[src/rtl/tbl_lookup_pipe.sv]
// Writable lookup table with NCH independent registered read channels.
// Bulk or single-entry load; 1-cycle read latency with valid/ready backpressure.
module tbl_lookup_pipe #(
  parameter  int WIDTH = 20,
  parameter  int DEPTH = 32,
  parameter  int NCH   = 2,
  localparam int AW    = $clog2(DEPTH)
) (
  input  logic                   clk,
  input  logic                   rst_n,
  input  logic                   ld_en,
  input  logic [DEPTH*WIDTH-1:0] ld_data,
  input  logic                   wr_en,
  input  logic [AW-1:0]          wr_addr,
  input  logic [WIDTH-1:0]       wr_data,
  input  logic [NCH-1:0]         rd_valid,
  output logic [NCH-1:0]         rd_ready,
  input  logic [NCH*AW-1:0]      rd_addr,
  output logic [NCH-1:0]         out_valid,
  input  logic [NCH-1:0]         out_ready,
  output logic [NCH*WIDTH-1:0]   out_data,
  output logic [NCH-1:0]         out_err
);

  // Wide enough that the slice base for entry DEPTH-1 never wraps.
  localparam int IW = AW + $clog2(WIDTH) + 1;

  logic [WIDTH-1:0]     r_tbl [DEPTH];
  logic [NCH-1:0]       r_out_valid;
  logic [NCH-1:0]       r_out_err;
  logic [NCH*WIDTH-1:0] r_out_data;

  logic [AW-1:0]        w_addr     [NCH];
  logic [WIDTH-1:0]     w_sel      [NCH];
  logic [NCH-1:0]       w_in_range;
  logic [NCH-1:0]       w_accept;
  logic                 w_wr_ok;

  function automatic logic [IW-1:0] slice_base(input logic [AW-1:0] a);
    return IW'(a) * IW'(WIDTH);
  endfunction

  assign rd_ready  = {NCH{rst_n}} & (~r_out_valid | out_ready);
  assign w_accept  = rd_valid & rd_ready;
  assign out_valid = r_out_valid;
  assign out_data  = r_out_data;
  assign out_err   = r_out_err;

  // Write-first bypass: a same-cycle load or write is visible to the read.
  always_comb begin
    w_wr_ok = IW'(wr_addr) < IW'(DEPTH);
    for (int c = 0; c < NCH; c++) begin
      w_addr[c]     = rd_addr[c*AW +: AW];
      w_sel[c]      = '0;
      w_in_range[c] = IW'(w_addr[c]) < IW'(DEPTH);
      if (w_in_range[c]) begin
        if (ld_en)
          w_sel[c] = ld_data[slice_base(w_addr[c]) +: WIDTH];
        else if (wr_en && (wr_addr == w_addr[c]))
          w_sel[c] = wr_data;
        else
          w_sel[c] = r_tbl[w_addr[c]];
      end
    end
  end

  always_ff @(posedge clk) begin
    if (!rst_n) begin
      for (int i = 0; i < DEPTH; i++) r_tbl[i] <= '0;
      r_out_valid <= '0;
      r_out_err   <= '0;
      r_out_data  <= '0;
    end else begin
      if (ld_en) begin
        for (int i = 0; i < DEPTH; i++) r_tbl[i] <= ld_data[i*WIDTH +: WIDTH];
      end else if (wr_en && w_wr_ok) begin
        r_tbl[wr_addr] <= wr_data;
      end
      for (int c = 0; c < NCH; c++) begin
        if (w_accept[c]) begin
          r_out_valid[c]               <= 1'b1;
          r_out_data[c*WIDTH +: WIDTH] <= w_sel[c];
          r_out_err[c]                 <= ~w_in_range[c];
        end else if (out_ready[c]) begin
          r_out_valid[c] <= 1'b0;
        end
      end
    end
  end

endmodule

[config.mk]
export PLATFORM = sky130hd
export DESIGN_NAME = tbl_lookup_pipe
export DESIGN_NICKNAME = d
export VERILOG_FILES = /design/src/rtl/tbl_lookup_pipe.sv
export SDC_FILE = /design/constraint.sdc
export NUM_CORES = 2
export LEC_CHECK = 0
export ABC_AREA = 0
export CAP_MARGIN = 30
export CORE_MARGIN = 2
export CORE_UTILIZATION = 56
export DETAILED_ROUTE_END_ITERATION = 7
export PLACE_DENSITY_LB_ADDON = 0.12
export SLEW_MARGIN = 15
export SYNTH_ARGS = -nofsm -noshare
export SYNTH_HDL_FRONTEND = slang
export SYNTH_SLANG_ARGS = --single-unit
[constraint.sdc]
create_clock -name clk -period 4.11 [get_ports clk]
set_clock_uncertainty 0.1 [all_clocks]
set_input_delay 0.411 -clock clk [delete_from_list [all_inputs] [get_ports clk]]
set_output_delay 0.411 -clock clk [all_outputs]
set_load 0.02 [all_outputs]
### Word level (Yosys, flattened, before mapping)

Memory sizes are Yosys's and may differ from the RTL's.
Cells that the tools add are included.

* flip-flop bits (word level): 42
* bits in writable memories: 640
* bits of input ports: 683
* output and inout bits: 46
* word-level logic and storage cells: 103
* memories kept: 1

Memories
* r_tbl: depth 32, width 20, read ports 2, clocked after memory_dff 0, write ports 32, RTL line 28 `logic [WIDTH-1:0] r_tbl [DEPTH];`

* $mul: 2
* equality and inequality tests: 2
* shift operators: 2
* mux-type cells: 51
* bitwise logic cells: 36
* reduce and logical (&&, ||, !) cells: 5

Operators by type and width (count)
* $shiftx A640 B11 Y20: 2
* $mux W20: 37
* $or A1 B1 Y1: 32
* $reduce_or A20 Y1: 1
* $mul A5 B3 Y8 const B: 2
* $mux W1: 13
* $eq A5 B5 Y1: 2
* $mux W5: 1
* $and A2 B2 Y2: 2
* $reduce_bool A2 Y1: 2
* $logic_and A1 B1 Y1: 2
* $not A2 Y2: 1
* $or A2 B2 Y2: 1

### Depth between registers and ports, before layout

* depth in word-level cells: 6
* depth in mapped cells: 11
* mapped depth without buffers: 6

### Worst setup path after synthesis

OpenSTA, ideal clock, no wires.

* path kind: input to register
* start: input ld_en
* end: memory r_tbl[12][0] (enable)
* setup time: 425 ps
* arrival time: 3004 ps
* required time: 3585 ps
* setup slack: 581 ps
* stages: 8
* buffers on the path: 4
* cells stage by stage: clkbuf_1 -> nor2b_1 -> buf_2 -> nand2_1 -> or3_1 -> clkbuf_1 -> clkbuf_1 -> o21ai_0

RTL lines
* start, declared: RTL line 11 `input logic ld_en,`
* end, declared: RTL line 28

### Worst setup path in the final report

* start: input rd_addr[5]
* end: register r_out_data[28] (netlist: out_data[28])

* word-level cells in the longest chain between the ends: 4
* elaborated cells on any way between the ends: 7
* those cells by class: mul: 1; eq/ne: 1; shift: 1; mux: 2; reduce/logical: 1; memory: 1

Ends and longest elaborated chain
* start, declared: RTL line 18 `input logic [NCH*AW-1:0] rd_addr,`
* parallel branches: the longest is 3 deep, another holds $mul A5 B3 Y8
* $mux W20 (*): RTL line 57 `if (ld_en)`
* end signal, assigned by index: RTL line 82 `r_out_data[c*WIDTH +: WIDTH] <= w_sel[c];`
* end, declared: RTL line 31 `logic [NCH*WIDTH-1:0] r_out_data;`

Every way passes the cells marked *.
A chain may end at the register's enable or synchronous reset.

==> flow_summary.ini <==
[yosys]
ys_async_sr_fraction = 0
yosysUniqueCellTypes = 62
yosys_warnings = 0
yosys.area_share.adder = 0
synth_compound_area_frac = 0.163
synth-seq-area-share = 0.395
yosys.area.top_type_share = 0.378
synthFlopType = edfxtp_1
yosys-top-cells-area = edfxtp_1 (38%), mux4_2 (21%), mux2i_1 (8.1%), a22o_1 (6.4%), nand2_1 (4.9%)
synth_mux_area_frac = 0.297
synth_xor_area_frac = 0.00172
synth_top_family_by_area = multiplexers
syn_inst = 4368
synth_edf_count = 640
synth_top_area_cell = edfxtp_1
ys_ff_latch = 682
synth_area_um2 = 50800
synth-simple-area-share = 0.0890
syn_avg_cell_area_um2 = 11.6

[die]
initial_core_util = 0.564
die_w_um = 305
die_y_um = 305
dieArea_um2 = 93100
placementRows = 110
io_pins = 729
core-area_um2 = 90000

[power]
power_density_nw_per_um2 = 348
power.switching_mw = 6.65
switching_share = 0.309
leakagePower_nw = 22.5
clockPowerShare = 0.342
p_int_mw = 14.9
ir_drop_mv = 0.303
seqPwrFrac = 0.405
power_frac_comb = 0.253

[placement]
numPortBuffers = 726
gp_congestion = 1.10
dp_hpwl_um = 186000
placed_cell_area_um2 = 59200

[routing]
vias_per_cell = 7.98
ant_nets = 0
wl_um = 256000
dr.pass1.iters = 7
drc = 0
vias = 49000
wl_per_cell_um = 41.7
drtIter0Drc = 8881

[global_routing]
grt_pass1_vias = 47000
grt_pass1_wl_um = 354000
grt.total_usage = 0.544
grt_max_degree = 222
antenna_found_initial = 20
grt-ovfl-total = 0

[cts]
cts_resized = 0
postCtsSetupBuffers = 0
clkTransAtPathRegs_ns = 0.07
holdBufCountCts = 0
cts_buffer_depth = 3
clk_root_buffer_cell = clkbuf_16
cts_tree = built
cts_buffers = 79
cts_num_sinks = 682
clkLatencyLatePin_ns = 0.67
htreeDepth = 3

[sta]
setup_violations = 0
tns_ns = 0
fmax_mhz = 313
rsz0062_at_grt = false
hold_viol = 0
min_period_over_period = 0.778
maxSlewHeadroom = 0.176
fin_crit_ns = 3.20
drv_slew = 0
worst_slew_pin_slew_ns = 1.24

[status]
status = complete, no violations

[worst_setup_path]
cpPeakStageDelay_ns = 0.76
cp_slowest_cell = a211oi_1
start_kind = input port
endpoint_kind = flip-flop
cp.arrival_ns = 3.62
crit_type = in2reg
crit_path_max_fanout = 62
required_ns = 4.54
worstPathCellList = buf_8 -> buf_4 -> mux4_2 -> a221o_1 -> a211oi_1 -> or3_1 -> o32ai_1

[flow_run]
max_cap_violations = 0

[cells_and_area]
drive_gt1_frac = 0.192
mostFrequentLayoutCells = clkdlybuf4s50_1 (715), nand2_1 (657), edfxtp_1 (640)
nNetsFinal = 5581
fin_area_um2 = 62000
syn2layout_area_growth_pct = 22.0
n_fill_cell = 6706
mostFrequentLayoutCell = clkdlybuf4s50_1

[min_path]
hold_path_class = in2reg
==> worst max-delay path: cells and delay by family <==
family	cells	cell delay (ns)
AO/OA/AOI/OAI	3	1.31
buffers and inverters	2	0.99
multiplexers	1	0.57
AND/OR/NAND/NOR	1	0.21
==> logic make-up (layout without fill, tap and decap cells) <==
| kind of cell | after synthesis | after routing |
|---|---|---|
| and+or+nand+nor | 1044 | 1044 |
| xor gates and xnor gates | 10 | 10 |
| AOI/OAI and AO/OA | 1181 | 1181 |
| buffers and inverters | 548 | 1140 |
| DFF | 682 | 682 |
| other | 1 | 8 |
| muxes | 902 | 902 |
==> state kept, by name, indices dropped and copies added (netlist names) <==
| signal | count |
|---|---|
| out_valid | 2 |
| r_tbl | 640 |
| out_data | 40 |
==> path summary, 6_finish.rpt <==
kind         cells after the start  slack (ns)          from            to
max reg2reg                      6        1.11  out_valid[1]  out_data[34]
min                              3        0.12         rst_n  out_data[37]
max                              7        0.91    rd_addr[5]  out_data[28]
min reg2reg                      2        0.50  out_data[10]  out_data[10]
==> per-stage QoR <==
step                      utilization  instances  hold WS, ns  setup slack [ns]  power [mW]
after floorplan                     -       4369        0.440             0.581        11.4
after global placement          0.657       5979        0.477             0.482        13.9
after detailed placement        0.658       5985        0.474             0.512        13.9
after CTS                       0.687       6129       0.0605              1.20        21.1
after global routing            0.688       6137        0.116             0.995        21.8
final                           0.688       6143        0.118             0.914        21.5
==> power groups by stage <==
stage          registers, mW  logic (mW)  clock network [mW]
2_1_floorplan           8.69        2.71                   0
6_report                8.72        5.45                7.37
3_5_place_dp            8.81        5.12                   0
4_1_cts                 8.67        5.14                7.28
5_1_grt                 8.74        5.50                7.54
3_3_place_gp            8.78        5.08                   0
==> per-layer routing <==
layer / share of wire / GRT usage
met1: 0.30 / 0.633
met3: 0.15 / 0.196
met2: 0.43 / 0.786
met5: 0.00076 / 0.00103
met4: 0.12 / 0.503
==> synth_stat cells (all sizes together), types with 8 or more instances <==
library cell,instances
nand2,657
edfxtp,640
mux4,478
mux2i,409
a22o,372
o21ai,325
clkbuf,306
buf,227
a22oi,159
nand3,132
a21oi,125
nor2,84
dfxtp,42
o22ai,40
nor2b,35
nor3,34
a211oi,31
o221ai,23
a221oi,20
and2,20
a31oi,18
inv,15
mux2,15
nand2b,15
nand4,13
and3,12
a211o,10
a221o,10
o2111ai,10
a311oi,8
o211ai,8
or3,8
==> cell type report <==
| class | instances | area (um^2) | area share |
|---|---|---|---|
| inverters | 15 | 56.3 | 0.000909 |
| clock inverters | 29 | 333 | 0.00537 |
| multi-input cells | 3139 | 28200 | 0.455 |
| flip-flops and latches | 682 | 20100 | 0.324 |
| repair buffers | 981 | 9550 | 0.154 |
| diodes | 6 | 15.0 | 0.000242 |
| well taps | 1176 | 1470 | 0.0237 |
| clock buffers | 115 | 2270 | 0.0366 |
No activity file was read; power rests on OpenSTA's default activity.
